--- src/rtl/hazard_pkg.sv ---
// hazard_pkg: shared types for the hazard controller
package hazard_pkg;
  typedef enum logic [1:0] {FWD_RF = 2'b00, FWD_M = 2'b01, FWD_W = 2'b10} fwd_sel_t;
  typedef enum logic [1:0] {RUN, WAIT, TIMEOUT} mwait_state_t;
endpackage

--- src/rtl/mc_scoreboard.sv ---
// mc_scoreboard: single-entry busy tracker for the fixed-latency multi-cycle unit
// In:  issue_i loads rd_i; src_i/src_vld_i are D operands; mc_op_d_i/mc_op_e_i flag MUL/DIV in D/E.
// Out: sb_hit_o when a D operand reads the busy destination; mc_struct_o when D's MUL/DIV must wait.
module mc_scoreboard #(
  parameter int RA_W   = 6,
  parameter int N_SRC  = 3,
  parameter int MC_LAT = 4
) (
  input  logic                    clk,
  input  logic                    rst_n,
  input  logic                    issue_i,
  input  logic [RA_W-1:0]         rd_i,
  input  logic [N_SRC*RA_W-1:0]   src_i,
  input  logic [N_SRC-1:0]        src_vld_i,
  input  logic                    mc_op_d_i,
  input  logic                    mc_op_e_i,
  output logic                    sb_hit_o,
  output logic                    mc_struct_o
);
  localparam int BW = $clog2(MC_LAT);
  localparam logic [BW-1:0] LOAD = BW'(MC_LAT - 1);
  logic [BW-1:0] busy_cnt_q, busy_cnt_d;
  logic [RA_W-1:0] busy_rd_q, busy_rd_d;
  logic busy, hit;
  assign busy = busy_cnt_q != '0;
  always_comb begin
    busy_cnt_d = issue_i ? LOAD : busy ? busy_cnt_q - BW'(1) : busy_cnt_q;
    busy_rd_d = issue_i ? rd_i : busy_rd_q;
    hit = 1'b0;
    for (int i = 0; i < N_SRC; i++) hit |= src_vld_i[i] & (src_i[i*RA_W +: RA_W] == busy_rd_q);
  end
  assign sb_hit_o = busy & hit;
  assign mc_struct_o = mc_op_d_i & (busy | mc_op_e_i);
  always_ff @(posedge clk or negedge rst_n) begin
    if (!rst_n) begin
      busy_cnt_q <= '0;
      busy_rd_q <= '0;
    end else begin
      busy_cnt_q <= busy_cnt_d;
      busy_rd_q <= busy_rd_d;
    end
  end
endmodule

--- src/rtl/hazard_unit_mc.sv ---
// hazard_unit_mc: forwarding, stall, flush and memory-wait control for the 5-stage pipeline
// In:  D/E source operands, E/M/W destinations, load/MUL-DIV/redirect flags, memory handshake.
// Out: per-operand forward selects, stage enables, D/E flushes, wait counter and timeout flag.
module hazard_unit_mc
  import hazard_pkg::*;
#(
  parameter int RA_W        = 6,
  parameter int N_SRC       = 3,
  parameter int MC_LAT      = 4,
  parameter int CNT_W       = 8,
  parameter int STALL_LIMIT = 200
) (
  input  logic                    clk,
  input  logic                    rst_n,
  input  logic [N_SRC*RA_W-1:0]   src_D,
  input  logic [N_SRC*RA_W-1:0]   src_E,
  input  logic [N_SRC-1:0]        src_vld_D,
  input  logic [N_SRC-1:0]        src_vld_E,
  input  logic [RA_W-1:0]         rd_E,
  input  logic [RA_W-1:0]         rd_M,
  input  logic [RA_W-1:0]         rd_W,
  input  logic                    reg_write_E,
  input  logic                    reg_write_M,
  input  logic                    reg_write_W,
  input  logic                    mem_to_reg_E,
  input  logic                    mc_op_D,
  input  logic                    mc_op_E,
  input  logic                    pc_redirect_E,
  input  logic                    mem_transaction,
  input  logic                    data_ready,
  input  logic                    instruction_ready,
  output logic [2*N_SRC-1:0]      fwd_sel_E,
  output logic                    enable_F,
  output logic                    enable_D,
  output logic                    enable_E,
  output logic                    enable_M,
  output logic                    enable_W,
  output logic                    flush_D,
  output logic                    flush_E,
  output logic [CNT_W-1:0]        stall_cnt,
  output logic                    mem_timeout
);
  localparam logic [CNT_W-1:0] LIMIT = CNT_W'(STALL_LIMIT);
  mwait_state_t state_q, state_d;
  logic [CNT_W-1:0] cnt_q, cnt_d;
  logic [2*N_SRC-1:0] fwd;
  logic mem_wait, load_use, sb_hit, mc_struct, stall_D, issue, redir_pend_q, redir_pend_d, redirect_go;
  assign mem_wait = (mem_transaction & !data_ready) | !instruction_ready;
  always_comb begin
    fwd = '0;
    load_use = 1'b0;
    for (int i = 0; i < N_SRC; i++) begin
      fwd[2*i +: 2] = (src_vld_E[i] & reg_write_M & (src_E[i*RA_W +: RA_W] == rd_M) & (rd_M != '0)) ? FWD_M :
                      (src_vld_E[i] & reg_write_W & (src_E[i*RA_W +: RA_W] == rd_W) & (rd_W != '0)) ? FWD_W : FWD_RF;
      load_use |= src_vld_D[i] & (src_D[i*RA_W +: RA_W] == rd_E);
    end
    load_use &= mem_to_reg_E & reg_write_E & (rd_E != '0);
  end
  assign issue = mc_op_E & !mem_wait & reg_write_E & (rd_E != '0);
  mc_scoreboard #(.RA_W(RA_W), .N_SRC(N_SRC), .MC_LAT(MC_LAT)) u_sb (
    .clk(clk), .rst_n(rst_n), .issue_i(issue), .rd_i(rd_E), .src_i(src_D), .src_vld_i(src_vld_D),
    .mc_op_d_i(mc_op_D), .mc_op_e_i(mc_op_E), .sb_hit_o(sb_hit), .mc_struct_o(mc_struct)
  );
  assign stall_D = load_use | sb_hit | mc_struct;
  // A redirect seen while memory stalls is held until the pipe moves again.
  assign redir_pend_d = mem_wait & (redir_pend_q | pc_redirect_E);
  assign redirect_go = !mem_wait & (pc_redirect_E | redir_pend_q);
  assign enable_E = rst_n & !mem_wait;
  assign enable_M = enable_E;
  assign enable_W = enable_E;
  assign enable_D = rst_n & !mem_wait & !stall_D;
  assign enable_F = rst_n & ((!mem_wait & !stall_D) | (mem_wait & pc_redirect_E));
  assign flush_D = !rst_n | redirect_go;
  assign flush_E = !rst_n | redirect_go | (stall_D & !mem_wait);
  assign fwd_sel_E = rst_n ? fwd : '0;
  assign stall_cnt = cnt_q;
  assign mem_timeout = rst_n & (state_q == TIMEOUT);
  // Counter value seen in a wait state is the number of wait-state cycles so far, so the
  // timeout is entered on the same edge the counter reaches the limit.
  always_comb begin
    cnt_d = mem_wait ? ((cnt_q == '1) ? cnt_q : cnt_q + CNT_W'(1)) : '0;
    state_d = !mem_wait ? RUN :
              (state_q == RUN) ? WAIT :
              (state_q == TIMEOUT || cnt_d >= LIMIT) ? TIMEOUT : WAIT;
  end
  always_ff @(posedge clk or negedge rst_n) begin
    if (!rst_n) begin
      state_q <= RUN;
      cnt_q <= '0;
      redir_pend_q <= 1'b0;
    end else begin
      state_q <= state_d;
      cnt_q <= cnt_d;
      redir_pend_q <= redir_pend_d;
    end
  end
endmodule
--- config.mk ---
export PLATFORM = sky130hd
export DESIGN_NAME = hazard_unit_mc
export DESIGN_NICKNAME = d
export VERILOG_FILES = /design/src/rtl/hazard_pkg.sv /design/src/rtl/mc_scoreboard.sv /design/src/rtl/hazard_unit_mc.sv
export SDC_FILE = /design/constraint.sdc
export NUM_CORES = 1
export LEC_CHECK = 0
export CAP_MARGIN = 30
export CORE_ASPECT_RATIO = 1.25
export CORE_MARGIN = 3
export CORE_UTILIZATION = 44
export CTS_CLUSTER_DIAMETER = 50
export DETAILED_ROUTE_END_ITERATION = 12
export HOLD_SLACK_MARGIN = 0.06
export PLACE_DENSITY_LB_ADDON = 0.2
export SYNTH_ARGS = -nofsm -noshare
export SYNTH_HDL_FRONTEND = slang
export SYNTH_SLANG_ARGS = --single-unit
--- constraint.sdc ---
create_clock -name clk -period 5.6 [get_ports clk]
set_input_delay 1.12 -clock clk [delete_from_list [all_inputs] [get_ports clk]]
set_output_delay 1.12 -clock clk [all_outputs]
set_load 0.05 [all_outputs]
==> load_flow_metrics.sql, run 1 <==
INSERT INTO impl_metrics (metric_group, metric, value, unit) VALUES
('status', 'run_status', 'finished, final reports clean', ''),
('sta', 'worst-slew-pin-transition', '0.5146', 'ns'),
('pwr', 'power_switching_share', '0.3516', ''),
('floorplanning', 'floorplan.initialDensity', '0.4594', ''),
('pwr', 'p_comb_frac', '0.480', ''),
('grt', 'first_pass_grt_wire_length', '8.383', 'mm'),
('clock_network', 'clock_buffers_created_by_tritoncts', '3', ''),
('synthesis', 'async_reset_ff_frac', '1.000', ''),
('synthesis', 'synthesized_netlist_cell_count', '210', ''),
('critical_path', 'critical_path_required', '4.48', 'ns'),
('sta', 'final_max_slew_viol_count', '0', ''),
('floorplanning', 'ios', '94', ''),
('route', 'wire_per_inst', '14.60', 'microns'),
('place', 'place.gp.congestion', '0.9175', ''),
('floorplanning', 'die-area', '0.005143', 'sq mm'),
('sta', 'setup_ws', '0.6067', 'ns'),
('synthesis', 'sequential_area_share_after_synthesis', '0.2505', ''),
('sta', 'report.final.hold_viol_count', '0', ''),
('grt', 'grt_start_max_net_pins', '27', ''),
('synthesis', 'synth.cell_area', '0.001898', 'sq mm'),
('synthesis', 'synth_fp_nets', '284', ''),
('grt', 'number_of_global_route_vias_before_repair', '1906', ''),
('place', 'pre_cts_ws', '0.6072', 'ns'),
('clock_network', 'clkTransAtPathRegs', '0.08', 'ns'),
('pwr', 'power.share.clock', '0.175', ''),
('pwr', 'p_int', '351.3', 'uW'),
('route', 'detail_route.drc_violations', '0', ''),
('layout', 'antenna_cells', '0', ''),
('sta', 'setup_skew', '0.007537', 'ns'),
('route', 'route.detailed.vias_per_inst', '5.254', ''),
('layout', 'finalNetCount', '377', ''),
('pwr', 'leakage', '1.076', 'nW'),
('synthesis', 'synthTopCellsByArea', 'sky130_fd_sc_hd__xnor2_1, sky130_fd_sc_hd__dfrtp_1, sky130_fd_sc_hd__xor2_1', ''),
('critical_path', 'end_kind', 'primary output', ''),
('clock_network', 'postCtsHoldBufs', '0', ''),
('pwr', 'power.switching', '190.5', 'uW'),
('run', 'max_cap_viol_count', '0', ''),
('synthesis', 'yosys_register_bits', '19', ''),
('pwr', 'power', '541.9', 'uW'),
('sta', 'fmax', '200.3', 'MHz'),
('grt', 'grt_util_all_layers', '0.2032', ''),
('critical_path', 'critical-path-top-cell-by-count', 'sky130_fd_sc_hd__clkdlybuf4s50_1', ''),
('floorplanning', 'standard_cell_rows', '26', ''),
('grt', 'grt_remaining_overflow', '0', ''),
('critical_path', 'path_cells', 'clkdlybuf4s50_1 -> or4_1 -> o31ai_1 -> nor3_1 -> nor4_1 -> clkdlybuf4s50_1', ''),
('clock_network', 'cts.path.max_buffers', '2', ''),
('route', 'first_iter_violations', '57', ''),
('floorplanning', 'vertical_extent_of_the_die', '79.43', 'microns'),
('grt', 'initial_antenna_violation_count', '0', ''),
('place', 'dp.final_hpwl', '4.505', 'mm'),
('route', 'detail_route.wirelength', '5.228', 'mm'),
('pwr', 'power-per-cell-area', '185.8', 'mW/mm^2'),
('critical_path', 'path_max_fanout', '4', ''),
('place', 'placement.io_buffers', '93', ''),
('critical_path', 'timing.critical_path.max_delay_family', 'buffers and inverters', ''),
('layout', 'layout-drive-gt1-share', '0.04305', ''),
('sta', 'finalSetupTns', '0', 'ns'),
('critical_path', 'crit_arrival', '3.87', 'ns'),
('route', 'count_of_vias_placed_by_the_detailed_router', '1881', ''),
('sta', 'max_slew_margin', '0.6559', ''),
('synthesis', 'synth_top_flop_cell', 'sky130_fd_sc_hd__dfrtp_1', ''),
('critical_path', 'crit_slowest_cell', 'sky130_fd_sc_hd__clkdlybuf4s50_1', ''),
('synthesis', 'post_synth.cell_area_avg', '9.038', 'sq um'),
('critical_path', 'critPathLaunchType', 'input port', ''),
('clock_network', 'htree_num_levels', '1', ''),
('clock_network', 'post-cts-setup-buffer-count', '0', ''),
('clock_network', 'cts-resized-gates', '0', ''),
('synthesis', 'yosysWarnings', '0', ''),
('hold_path', 'hold_class', 'reg -> reg', ''),
('synthesis', 'netlist.top_cell.by_area', 'sky130_fd_sc_hd__xnor2_1', ''),
('sta', 'fin_crit_sh', '0.8917', '');
## through the flow
stage / util / std cells / hold WS, ns
finish: 0.7059 / 358 / 0.4909
global route: 0.7059 / 358 / 0.5396
CTS: 0.7059 / 358 / 0.4967
detailed placement: 0.6950 / 354 / 0.4796
global placement: 0.6950 / 354 / 0.4687
floorplan: - / 210 / 0.4472
## flip-flops by register name (all words and copies together), names as in the netlist
| signal | flops |
|---|---|
| u_sb.busy_rd_q | 6 |
| state_q | 2 |
| u_sb.busy_cnt_q | 2 |
| stall_cnt | 8 |
| redir_pend_q | 1 |
## final timing paths
kind                       slack [ns]  depth (start not counted)                   start                             end
min in group asynchronous        1.29                          2                   rst_n  u_sb.busy_cnt_q[1]$_DFFE_PN0P_
min reg2reg                      0.49                          2  redir_pend_q$_DFF_PN0_          redir_pend_q$_DFF_PN0_
max reg2reg                      3.87                          6  stall_cnt[4]$_DFF_PN0_            state_q[0]$_DFF_PN0_
max in group asynchronous        4.07                          2                   rst_n          stall_cnt[4]$_DFF_PN0_
max                              0.61                          6                 rd_M[0]                    fwd_sel_E[3]
min                              0.49                          2  redir_pend_q$_DFF_PN0_          redir_pend_q$_DFF_PN0_
## routing by layer
layer  share of wire  vias up  wire length [microns]  global-route usage
met3           0.063       10                    328             0.03944
li1                -      923                      -                   -
met1            0.39      883                   2037              0.2277
met2            0.53       65                   2753              0.3695
met5               0        -                      0                   0
met4           0.021        0                    108             0.08457
## cell type report
cell class	count	area, sq um
Sequential cell	19	475.5
Multi-Input combinational cell	180	1365
Clock buffer	4	45.04
Tap cell	56	70.07
Timing Repair Buffer	95	945.9
Fill cell	368	1215
Inverter	4	15.01
## cell usage after synthesis (3+ instances only)
cell / number
sky130_fd_sc_hd__dfrtp_1: 19
sky130_fd_sc_hd__nor3_1: 7
sky130_fd_sc_hd__nand4_1: 13
sky130_fd_sc_hd__nor2_1: 9
sky130_fd_sc_hd__xor2_1: 23
sky130_fd_sc_hd__nand3_1: 9
sky130_fd_sc_hd__a21oi_1: 5
sky130_fd_sc_hd__inv_1: 4
sky130_fd_sc_hd__nor4_1: 10
sky130_fd_sc_hd__nand2_1: 6
sky130_fd_sc_hd__and2_1: 8
sky130_fd_sc_hd__mux2_4: 6
sky130_fd_sc_hd__or4_1: 4
sky130_fd_sc_hd__clkbuf_1: 3
sky130_fd_sc_hd__xnor2_1: 55
## worst register-to-register path: cells and delay by family, from the launching register on
kind	cells	cell delay, ns
AOI/OAI and AO/OA	3	0.69
and+or+nand+nor	3	0.54
DFF	1	0.46
## power by group through the flow
stage | Sequential [mW] | Combinational, mW | Clock (mW)
after global placement | 0.188 | 0.256 | 0
after global routing | 0.191 | 0.285 | 0.103
after floorplan | 0.199 | 0.140 | 0
after detailed placement | 0.189 | 0.261 | 0
final | 0.187 | 0.260 | 0.0950
after CTS | 0.187 | 0.262 | 0.0969
## cells in the final DEF (no fill, tap or decap), types with 3 or more instances in the layout
cell and count:
sky130_fd_sc_hd__clkdlybuf4s50_1 93, sky130_fd_sc_hd__xnor2_1 55, sky130_fd_sc_hd__xor2_1 23, sky130_fd_sc_hd__dfrtp_1 19
sky130_fd_sc_hd__nand4_1 13, sky130_fd_sc_hd__nor4_1 10, sky130_fd_sc_hd__nand3_1 9, sky130_fd_sc_hd__nor2_1 9
sky130_fd_sc_hd__and2_1 8, sky130_fd_sc_hd__nor3_1 7, sky130_fd_sc_hd__nand2_1 6, sky130_fd_sc_hd__mux2_4 6
sky130_fd_sc_hd__a21oi_1 5, sky130_fd_sc_hd__inv_1 4, sky130_fd_sc_hd__or4_1 4, sky130_fd_sc_hd__clkbuf_8 3
## logic make-up (layout without fill, tap and decap cells)
kind of cell	after synthesis	count (layout)	share of synthesized area
XOR/XNOR	78	78	0.3599
AO/OA/AOI/OAI	18	18	0.06658
flip-flops	19	19	0.2505
adder cells (fa/ha/maj)	2	2	0.01318
buffers and inverters	11	103	0.03031
AND/OR/NAND/NOR	74	74	0.2215
multiplexers	8	8	0.05801
No activity file was read; power rests on OpenSTA's default activity.
==> run 2, diff against run 1 <==
--- a/config.mk
+++ b/config.mk
@@ -8,9 +8,10 @@
 export CAP_MARGIN = 30
 export CORE_ASPECT_RATIO = 1.25
 export CORE_MARGIN = 3
-export CORE_UTILIZATION = 44
+export CORE_UTILIZATION = 60
 export CTS_CLUSTER_DIAMETER = 50
 export DETAILED_ROUTE_END_ITERATION = 12
+export DONT_BUFFER_PORTS = 1
 export HOLD_SLACK_MARGIN = 0.06
 export PLACE_DENSITY_LB_ADDON = 0.2
 export SYNTH_ARGS = -nofsm -noshare
==> run 2 against run 1 <==
Final cell count down 31%; count of clock-buffer cells in the layout down 1; register-to-register slack lost 0.48 ns; critical path type unchanged; worst setup slack gained 1.0 ns.
==> load_flow_metrics.sql, run 2 (synthesis results as in run 1) <==
INSERT INTO impl_metrics (metric_group, metric, value, unit) VALUES
('clock_network', 'worst_skew_pair.late_latency', '0.31', 'ns'),
('critical_path', 'regToRegStartpoint', 'stall_cnt[0]$_DFF_PN0_', ''),
('route', 'first_iter_violations', '74', ''),
('critical_path', 'crit_slowest_cell', 'sky130_fd_sc_hd__o21bai_1', ''),
('layout', 'postLayoutCoreUtil', '0.6650', ''),
('route', 'wire_per_inst', '19.32', 'microns'),
('clock_network', 'clkTransAtPathRegs', '0.13', 'ns'),
('critical_path', 'path_buf_inv', '0', ''),
('status', 'run_status', 'finished, final reports clean', ''),
('grt', 'grt_remaining_overflow', '0', ''),
('clock_network', 'tritoncts', 'built', ''),
('critical_path', 'crit_arrival', '2.85', 'ns'),
('sta', 'finalSetupTns', '0', 'ns'),
('clock_network', 'cts.path.max_buffers', '2', ''),
('sta', 'fin_hold_ws', '0.4794', 'ns'),
('floorplanning', 'die-area', '0.003879', 'sq mm'),
('layout', 'antenna_cells', '0', ''),
('clock_network', 'clkSinkCount', '19', ''),
('sta', 'fin_crit_sh', '0.7095', ''),
('floorplanning', 'floorplan_core_area', '0.002973', 'sq mm'),
('pwr', 'leakage', '0.7283', 'nW'),
('sta', 'max_slew_margin', '0.3268', ''),
('sta', 'worst-slew-pin-transition', '1.011', 'ns'),
('clock_network', 'htree_num_levels', '1', ''),
('layout', 'layout-drive-gt1-share', '0.09005', ''),
('layout', 'final_common_cell', 'sky130_fd_sc_hd__xnor2_1', ''),
('pwr', 'power.share.clock', '0.172', ''),
('route', 'detail_route.wirelength', '4.772', 'mm'),
('sta', 'rsz_0062_raised_after_global_routing', 'no', ''),
('pwr', 'power_switching_share', '0.3754', ''),
('sta', 'layout_min_cycle_time', '3.973', 'ns'),
('place', 'placement.io_buffers', '0', ''),
('critical_path', 'path_max_fanout', '5', ''),
('floorplanning', 'standard_cell_rows', '22', ''),
('pwr', 'maximum_resistive_drop_on_vdd', '141.4', 'uV'),
('route', 'detail_route.drc_violations', '0', ''),
('hold_path', 'hold_class', 'in -> async', ''),
('clock_network', 'clock_buffers_created_by_tritoncts', '3', ''),
('floorplanning', 'fp.dieW', '56.31', 'microns'),
('critical_path', 'path_cells', 'xnor2_1 -> nand4_1 -> nor4_1 -> o311a_1 -> a21oi_1 -> o21bai_1', ''),
('grt', 'grt_start_max_net_pins', '28', ''),
('grt', 'number_of_global_route_vias_before_repair', '1678', ''),
('sta', 'setup_skew', '0.01316', 'ns'),
('grt', 'grt_util_all_layers', '0.2400', ''),
('clock_network', 'postCtsHoldBufs', '0', ''),
('sta', 'fmax', '251.7', 'MHz'),
('critical_path', 'critPathLaunchType', 'input port', ''),
('route', 'drtPass1Iterations', '4', ''),
('sta', 'report.final.hold_viol_count', '0', ''),
('grt', 'initial_antenna_violation_count', '0', ''),
('sta', 'report.final.setup_viol', '0', ''),
('pwr', 'power.switching', '163.3', 'uW'),
('critical_path', 'setup.reg_to_reg.worst_slack', '3.39', 'ns'),
('floorplanning', 'floorplan.initialDensity', '0.6385', ''),
('floorplanning', 'ios', '94', ''),
('place', 'place.gp.congestion', '0.8924', ''),
('floorplanning', 'vertical_extent_of_the_die', '68.89', 'microns'),
('layout', 'layout.cells.most_common_list', 'sky130_fd_sc_hd__xnor2_1, sky130_fd_sc_hd__xor2_1, sky130_fd_sc_hd__dfrtp_1, sky130_fd_sc_hd__nand4_1', ''),
('clock_network', 'post-cts-setup-buffer-count', '0', ''),
('grt', 'first_pass_grt_wire_length', '7.348', 'mm'),
('pwr', 'p_int', '271.7', 'uW'),
('layout', 'area_growth_from_synthesis_to_layout', '4.153', '%'),
('clock_network', 'clockRootBuffer', 'sky130_fd_sc_hd__clkbuf_4', ''),
('critical_path', 'timing.reg2reg.worst_path_depth', '7', ''),
('layout', 'finalNetCount', '286', ''),
('critical_path', 'timing.critical_path.max_delay_family', 'compound AO/OA/AOI/OAI gates', ''),
('place', 'dp.final_hpwl', '3.910', 'mm'),
('route', 'route.detailed.vias_per_inst', '6.656', ''),
('pwr', 'seq_power_share', '0.465', ''),
('route', 'count_of_vias_placed_by_the_detailed_router', '1644', ''),
('layout', 'fill_cells', '231', ''),
('clock_network', 'cts-resized-gates', '0', ''),
('critical_path', 'end_kind', 'primary output', ''),
('critical_path', 'worst_r2r_dst', 'state_q[0]$_DFF_PN0_', ''),
('critical_path', 'setup.worst_path.class', 'in -> out', ''),
('critical_path', 'critical_path_required', '4.48', 'ns'),
('layout', 'largest_register_ff_count', '8', ''),
('run', 'max_cap_viol_count', '0', ''),
('critical_path', 'slowest_delay', '0.78', 'ns'),
('pwr', 'p_comb_frac', '0.363', ''),
('route', 'drt.antenna.violating_nets', '0', ''),
('pwr', 'power-per-cell-area', '220.0', 'mW/mm^2'),
('sta', 'final_max_slew_viol_count', '0', '');
run 2: cell types whose count changed in the layout (fill, tap and decap cells not counted), sizes merged:
| cell | previous run | this run |
|---|---|---|
| clkbuf | 4 | 3 |
| clkdlybuf4s50 | 93 | 0 |
| buf | 2 | 4 |
| clkinv | 0 | 1 |
run 2: area by class of cell:
class / instances / area [sq um] / share of cell area
clock buffer: 3 / 22.52 / 0.01139
multi-input combinational: 180 / 1384 / 0.7000
tap: 36 / 45.04 / 0.02278
timing repair buffer: 4 / 30.03 / 0.01519
clock inverter: 1 / 5.005 / 0.002532
inverter: 4 / 15.01 / 0.007595
sequential: 19 / 475.5 / 0.2405
run 2: per-layer routing:
| layer | routed length, microns | GRT usage | part of all wire | vias to the layer above |
|---|---|---|---|---|
| met5 | 0 | 0 | 0 | - |
| met2 | 2430 | 0.4313 | 0.51 | 105 |
| met3 | 451 | 0.07635 | 0.095 | 25 |
| met4 | 175 | 0.1068 | 0.037 | 0 |
| li1 | - | - | - | 742 |
| met1 | 1715 | 0.2614 | 0.36 | 772 |
run 2: how the worst max path moves through the flow:
stage,slack [ns],start,to,cells past startpoint
after floorplan,0.87,rd_M[0],fwd_sel_E[3],4
after global placement,1.73,rd_W[0],fwd_sel_E[1],4
after detailed placement,1.69,rd_E[3],flush_E,6
after CTS,1.68,rd_W[0],fwd_sel_E[1],4
after global routing,1.50,rd_M[0],fwd_sel_E[5],5
final,1.63,rd_E[3],flush_E,6
run 2: through the flow:
| stage | instance area, sq um | std cells | total power, mW | setup WS, ns |
|---|---|---|---|---|
| after floorplan | 1898 | 210 | 0.3382 | 0.8667 |
| after global placement | 1949 | 243 | 0.3544 | 1.728 |
| after detailed placement | 1949 | 243 | 0.3629 | 1.693 |
| after CTS | 1977 | 247 | 0.4375 | 1.680 |
| after global routing | 1977 | 247 | 0.4614 | 1.497 |
| final | 1977 | 247 | 0.4350 | 1.627 |
run 2: power by group through the flow:
| stage | combinational (mW) | clock (mW) | sequential [mW] |
|---|---|---|---|
| 2_1_floorplan | 0.140 | 0 | 0.199 |
| 3_3_place_gp | 0.151 | 0 | 0.203 |
| 3_5_place_dp | 0.158 | 0 | 0.205 |
| 4_1_cts | 0.159 | 0.0754 | 0.203 |
| 5_1_grt | 0.176 | 0.0795 | 0.206 |
| 6_report | 0.158 | 0.0749 | 0.202 |
==> edit 1: new RTL, flow settings as in run 2 <==
Encoding of `mwait_state_t`: now one-hot (3 bits for 3 states).
--- a/src/rtl/hazard_pkg.sv
+++ b/src/rtl/hazard_pkg.sv
@@ -1,6 +1,6 @@
 // hazard_pkg: shared types for the hazard controller
 package hazard_pkg;
   typedef enum logic [1:0] {FWD_RF = 2'b00, FWD_M = 2'b01, FWD_W = 2'b10} fwd_sel_t;
-  typedef enum logic [1:0] {RUN, WAIT, TIMEOUT} mwait_state_t;
+  typedef enum logic [2:0] {RUN = 3'b001, WAIT = 3'b010, TIMEOUT = 3'b100} mwait_state_t;
 endpackage
 
Function: same outputs for any inputs over 10 cycles, from zero or initial values and one cycle with rst_n low; not proved beyond that.
==> edit 1 against run 2 <==
  * Wire length down 0.88%
  * Die area up 0.48%
  * Power up 13%
  * Design area up 2.5%
  * Sequential cell count up 1
  * Setup slack worse by 140 ps
  * Clock skew down 1.8 ps
  * Synthesized area up 0.53%
  * Highest routed layer unchanged
==> edit 1: results (changes against run 2) <==
Top delay family on crit path=simple AND/OR/NAND/NOR gates (was compound AO/OA/AOI/OAI gates); drt wl/cell=18.84 um (was 19.32 um); DRT Pass-1 Iters=4 (unchanged); placed inst area=1973 sq um (was 1949 sq um); post-cts resize count=0 (unchanged); n_diodes=0 (unchanged); clk buf depth=2 (unchanged); ys flop type=dfrtp_1 (unchanged); worst r2r dst=state_q[1]$_DFF_PN0_ (was state_q[0]$_DFF_PN0_); first-pass GRT wire length=7.879 mm (was 7.348 mm); FF-to-FF path depth=7 (unchanged); Min-Delay Path Class=primary input to asynchronous set/reset pin (unchanged); post-synthesis cell type count=40 (was 36); worst reg2reg setup slack=3120 ps (was 3390 ps); TritonCTS Buffers=3 (unchanged); Seq/Total Area, Yosys=26.30% (was 25.05%); Post-CTS Setup Repair Bufs=0 (unchanged); Reg clk slew, reported paths=120 ps; pin count of the biggest net entering global routing=29 (was 28); Max VDD drop=296.0 uV (was 141.4 uV); initial antenna violation count=0 (unchanged); Leakage=0.7454 nW (was 0.7283 nW); vias in the first global route=1685 (was 1678); vias per cell=6.271 (was 6.656); Area contributors post-synth=dfrtp_1 25%, xnor2_1 25%, xor2_1 9.2%, mux2_4 4.7%, nand4_1 4.3% (was xnor2_1 25%, dfrtp_1 25%, xor2_1 11%, mux2_4 4.7%, nand4_1 4.3%); Max FO, Critical Path=13 (was 5); Slew @ Worst Pin=1036 ps (was 1011 ps); Async SR Flop Fraction=100.0% (unchanged); routability congestion estimate=1.013 (was 0.8924); initial DRC count=75 (was 74); overall routing resource usage=24.79% (was 24.00%); clk root buf=clkbuf_4 (unchanged); Final HPWL DP=4.039 mm (was 3.910 mm); layout cells sized above 1=9.767% (was 9.005%); fillcell total=244 (was 231); Critical-path top delay cell=and2_2 (was o21bai_1); worst clock skew=11.34 ps (was 13.16 ps); Area growth syn-to-layout=6.164% (was 4.153%); pre-CTS setup slack=1492 ps (was 1693 ps); synth cell count leaders=54 x xnor2_1, 20 x xor2_1, 19 x dfrtp_1 (was 55 x xnor2_1, 23 x xor2_1, 19 x dfrtp_1); run status=finished clean (unchanged); max FFs per register=8 (unchanged); Synth Net Count=285 (was 284); Total Neg Setup Slack=0 ps (unchanged); crit-path max cell delay=750 ps (was 780 ps)
-- edit 1: cells by family (layout without fill, tap and decap cells) --
family                   count (synthesis)  in the layout  synth area share [%]
adder cells (fa/ha/maj)                  2              2                 1.311
AND/OR/NAND/NOR                         70             70                 20.00
XOR/XNOR                                74             74                 33.97
buffers and inverters                   13             17                 3.344
AO/OA/AOI/OAI                           22             22                 8.263
flip-flops                              20             20                 26.30
multiplexers                            10             10                 6.820
-- edit 1: where the power goes --
| part | total (W) | internal, W | switching [W] | leakage, nW |
|---|---|---|---|---|
| Combinational | 0.000161 | 0.0000865 | 0.0000742 | 0.468 |
| Clock | 0.000118 | 0.0000723 | 0.0000458 | 0.0279 |
| Sequential | 0.000211 | 0.000168 | 0.0000432 | 0.250 |
| Total | 0.000490 | 0.000327 | 0.000163 | 0.745 |
-- edit 1: stage by stage --
stage	power [W]	cells	hold slack, ps
6_report	0.0004898	251	492.4
5_1_grt	0.0005210	251	462.7
4_1_cts	0.0004929	251	486.2
3_5_place_dp	0.0003746	247	490.1
3_3_place_gp	0.0003654	247	485.0
2_1_floorplan	0.0003466	211	447.2
-- edit 1: how the worst max path moves through the flow --
stage / start / end / slack [ps] / cells past startpoint
2_1_floorplan: rd_M[0] / fwd_sel_E[3] / 870 / 4
3_3_place_gp: mem_transaction / enable_D / 1550 / 5
3_5_place_dp: mem_transaction / enable_D / 1490 / 5
4_1_cts: mem_transaction / enable_D / 1490 / 5
5_1_grt: mem_transaction / enable_D / 1350 / 5
6_report: mem_transaction / enable_D / 1480 / 5
-- edit 1: layer usage --
metal	global-route usage (%)	part of all wire, %
met3	9.925	12
met5	0	0
met1	26.61	35
met4	6.596	1.9
met2	44.09	51
-- edit 1: area by class of cell --
cell class / instances / area share (%)
inverter: 9 / 1.668
clock buffer: 3 / 1.112
multi-input combinational: 178 / 67.26
tap: 36 / 2.224
sequential: 20 / 24.77
timing repair buffer: 4 / 1.482
clock inverter: 1 / 1.482
-- edit 1: worst reg2reg max path, stage by stage (launching register included) --
cell and delay [ps]:
dfrtp_1 730, ha_1 310, nand3_1 150, nor3_1 560, o211ai_1 190, o211ai_1 130
a32oi_1 130, and2_1 170
==> edit 2: new RTL, flow settings as in run 2 <==
Made on the original files. `MC_LAT` is set to 4 in 2 places; all go to 2.
--- a/src/rtl/mc_scoreboard.sv
+++ b/src/rtl/mc_scoreboard.sv
@@ -4,7 +4,7 @@
 module mc_scoreboard #(
   parameter int RA_W   = 6,
   parameter int N_SRC  = 3,
-  parameter int MC_LAT = 4
+  parameter int MC_LAT = 2
 ) (
   input  logic                    clk,
   input  logic                    rst_n,
--- a/src/rtl/hazard_unit_mc.sv
+++ b/src/rtl/hazard_unit_mc.sv
@@ -6,7 +6,7 @@
 #(
   parameter int RA_W        = 6,
   parameter int N_SRC       = 3,
-  parameter int MC_LAT      = 4,
+  parameter int MC_LAT      = 2,
   parameter int CNT_W       = 8,
   parameter int STALL_LIMIT = 200
 ) (
Function: changed (a bounded check fails within 4 cycles, from zero or initial values and one cycle with rst_n low).
==> edit 2 against run 2 <==
  * Sequential power down 8%
  * Design area down 4.6%
  * Clock power up 2%
  * Count of clock-buffer cells in the layout up 1
  * Utilization up 1.8 points
  * Synthesized cell count down 5.2%
  * Global-route usage up 0.89 points
  * Sequential cell count down 1
  * Cell count down 3.6%
  * Setup slack better by 1.9 ps
  * Power down 13%
  * Wire length down 6.8%
  * Synthesized area down 6.4%
==> edit 2: results (changes against run 2) <==
drt wl/cell=18.68 um (was 19.32 um); insertion delay to the later sink of the worst-skew pair=290 ps (was 310 ps); overall routing resource usage=24.89% (was 24.00%); post-synth top area cell=xnor2_1 (unchanged); vias per cell=6.466 (was 6.656); vias in the first global route=1660 (was 1678); Synth Net Count=272 (was 284); ys flop type=dfrtp_1 (unchanged); routability congestion estimate=0.8840 (was 0.8924); worst reg2reg setup slack=3330 ps (was 3390 ps); pin count of the biggest net entering global routing=27 (was 28); post-cts resize count=0 (unchanged); Critical-path top delay cell=o21bai_1 (unchanged); Max VDD drop=143.1 uV (was 141.4 uV); Hold Path Depth=2; # nets final=278 (was 286); max FFs per register=8 (unchanged); worst clock skew=5.844 ps (was 13.16 ps); via count=1539 (was 1644); Max FO, Critical Path=5 (unchanged); synth cell count leaders=55 x xnor2_1, 18 x dfrtp_1, 18 x xor2_1 (was 55 x xnor2_1, 23 x xor2_1, 19 x dfrtp_1); Async SR Flop Fraction=100.0% (unchanged); Top delay family on crit path=compound AO/OA/AOI/OAI gates (unchanged); initial DRC count=36 (was 74); Slew @ Worst Pin=1036 ps (was 1011 ps); Post-CTS Setup Repair Bufs=0 (unchanged); crit-path max cell delay=800 ps (was 780 ps); Max H-tree Level=1 (unchanged); Mapped Cells=199 (was 210); DRC=0 (unchanged); Seq/Total Area, Yosys=25.35% (was 25.05%); Area contributors post-synth=xnor2_1 27%, dfrtp_1 25%, xor2_1 8.9%, nand4_1 4.6%, mux2_2 3.8% (was xnor2_1 25%, dfrtp_1 25%, xor2_1 11%, mux2_4 4.7%, nand4_1 4.3%); clk root buf=clkbuf_4 (unchanged); layout cells sized above 1=9.804% (was 9.005%); clk buf depth=2 (unchanged); first-pass GRT wire length=6.755 mm (was 7.348 mm); Final HPWL DP=3.717 mm (was 3.910 mm); Placed Cells=234 (was 243); fillcell total=223 (was 231); final hold slack=496.0 ps (was 479.4 ps); run status=finished clean (unchanged); Min-Delay Path Class=register to register (was primary input to asynchronous set/reset pin); Reg clk slew, reported paths=100 ps (was 130 ps); Leakage=0.6358 nW (was 0.7283 nW); yosys warns=0 (unchanged)
[edit 2: changes by cell type after synthesis, sizes merged, moves of 2 or more]
cell | run 2 | this run
nor2 | 9 | 11
buf | 4 | 2
inv | 4 | 2
clkbuf | 3 | 1
a31oi | 0 | 2
and2 | 8 | 6
o21ai | 2 | 6
xor2 | 23 | 18
[edit 2: power breakdown]
part / leakage (nW) / switching (W) / total [W] / internal (W)
clock: 0.0210 / 0.0000369 / 0.0000765 / 0.0000396
sequential: 0.230 / 0.0000409 / 0.000186 / 0.000145
combinational: 0.385 / 0.0000540 / 0.000117 / 0.0000633
[edit 2: cell families (layout without fill, tap and decap cells)]
logic type / after synthesis / in the layout / share of synthesized area [%]
adders and majority gates: 1 / 1 / 0.7041
AOI/OAI and AO/OA: 23 / 23 / 9.578
buffers and inverters: 5 / 10 / 1.479
muxes: 8 / 8 / 4.929
and+or+nand+nor: 71 / 71 / 21.97
xor gates and xnor gates: 73 / 73 / 35.99
DFF: 18 / 18 / 25.35
[edit 2: tightest hold or removal path: cells and delay by family, from the launching register on]
kind / cells / cell delay (ps)
DFF: 1 / 340
and+or+nand+nor: 2 / 120
[edit 2: worst max-delay path by stage]
stage             from      endpoint  slack, ps  depth (start not counted)
2_1_floorplan  rd_M[0]  fwd_sel_E[5]        920                          4
3_3_place_gp   rd_W[0]  fwd_sel_E[3]       1670                          4
3_5_place_dp   rd_E[3]       flush_E       1630                          6
4_1_cts        rd_E[3]       flush_E       1630                          6
5_1_grt        rd_E[2]       flush_E       1510                          6
6_report       rd_E[3]       flush_E       1630                          6
[edit 2: per-layer routing]
layer | track usage [%] | up-vias | share of wire [%]
li1 | - | 731 | -
met1 | 23.46 | 721 | 35
met2 | 48.82 | 83 | 53
met3 | 7.383 | 4 | 11
met4 | 6.231 | 0 | 0.81
met5 | 0 | - | 0
[edit 2: layout make-up]
cell class | instances | share of cell area (%)
Clock buffer | 4 | 1.924
Timing Repair Buffer | 4 | 1.593
Inverter | 2 | 0.3981
Multi-Input combinational cell | 176 | 69.94
Tap cell | 34 | 2.256
Sequential cell | 18 | 23.89
[edit 2: through the flow]
step / cell area [sq um] / setup slack [ps]
floorplan: 1777 / 921.3
CTS: 1886 / 1625
global route: 1886 / 1508
global placement: 1849 / 1670
detailed placement: 1849 / 1629
finish: 1886 / 1628
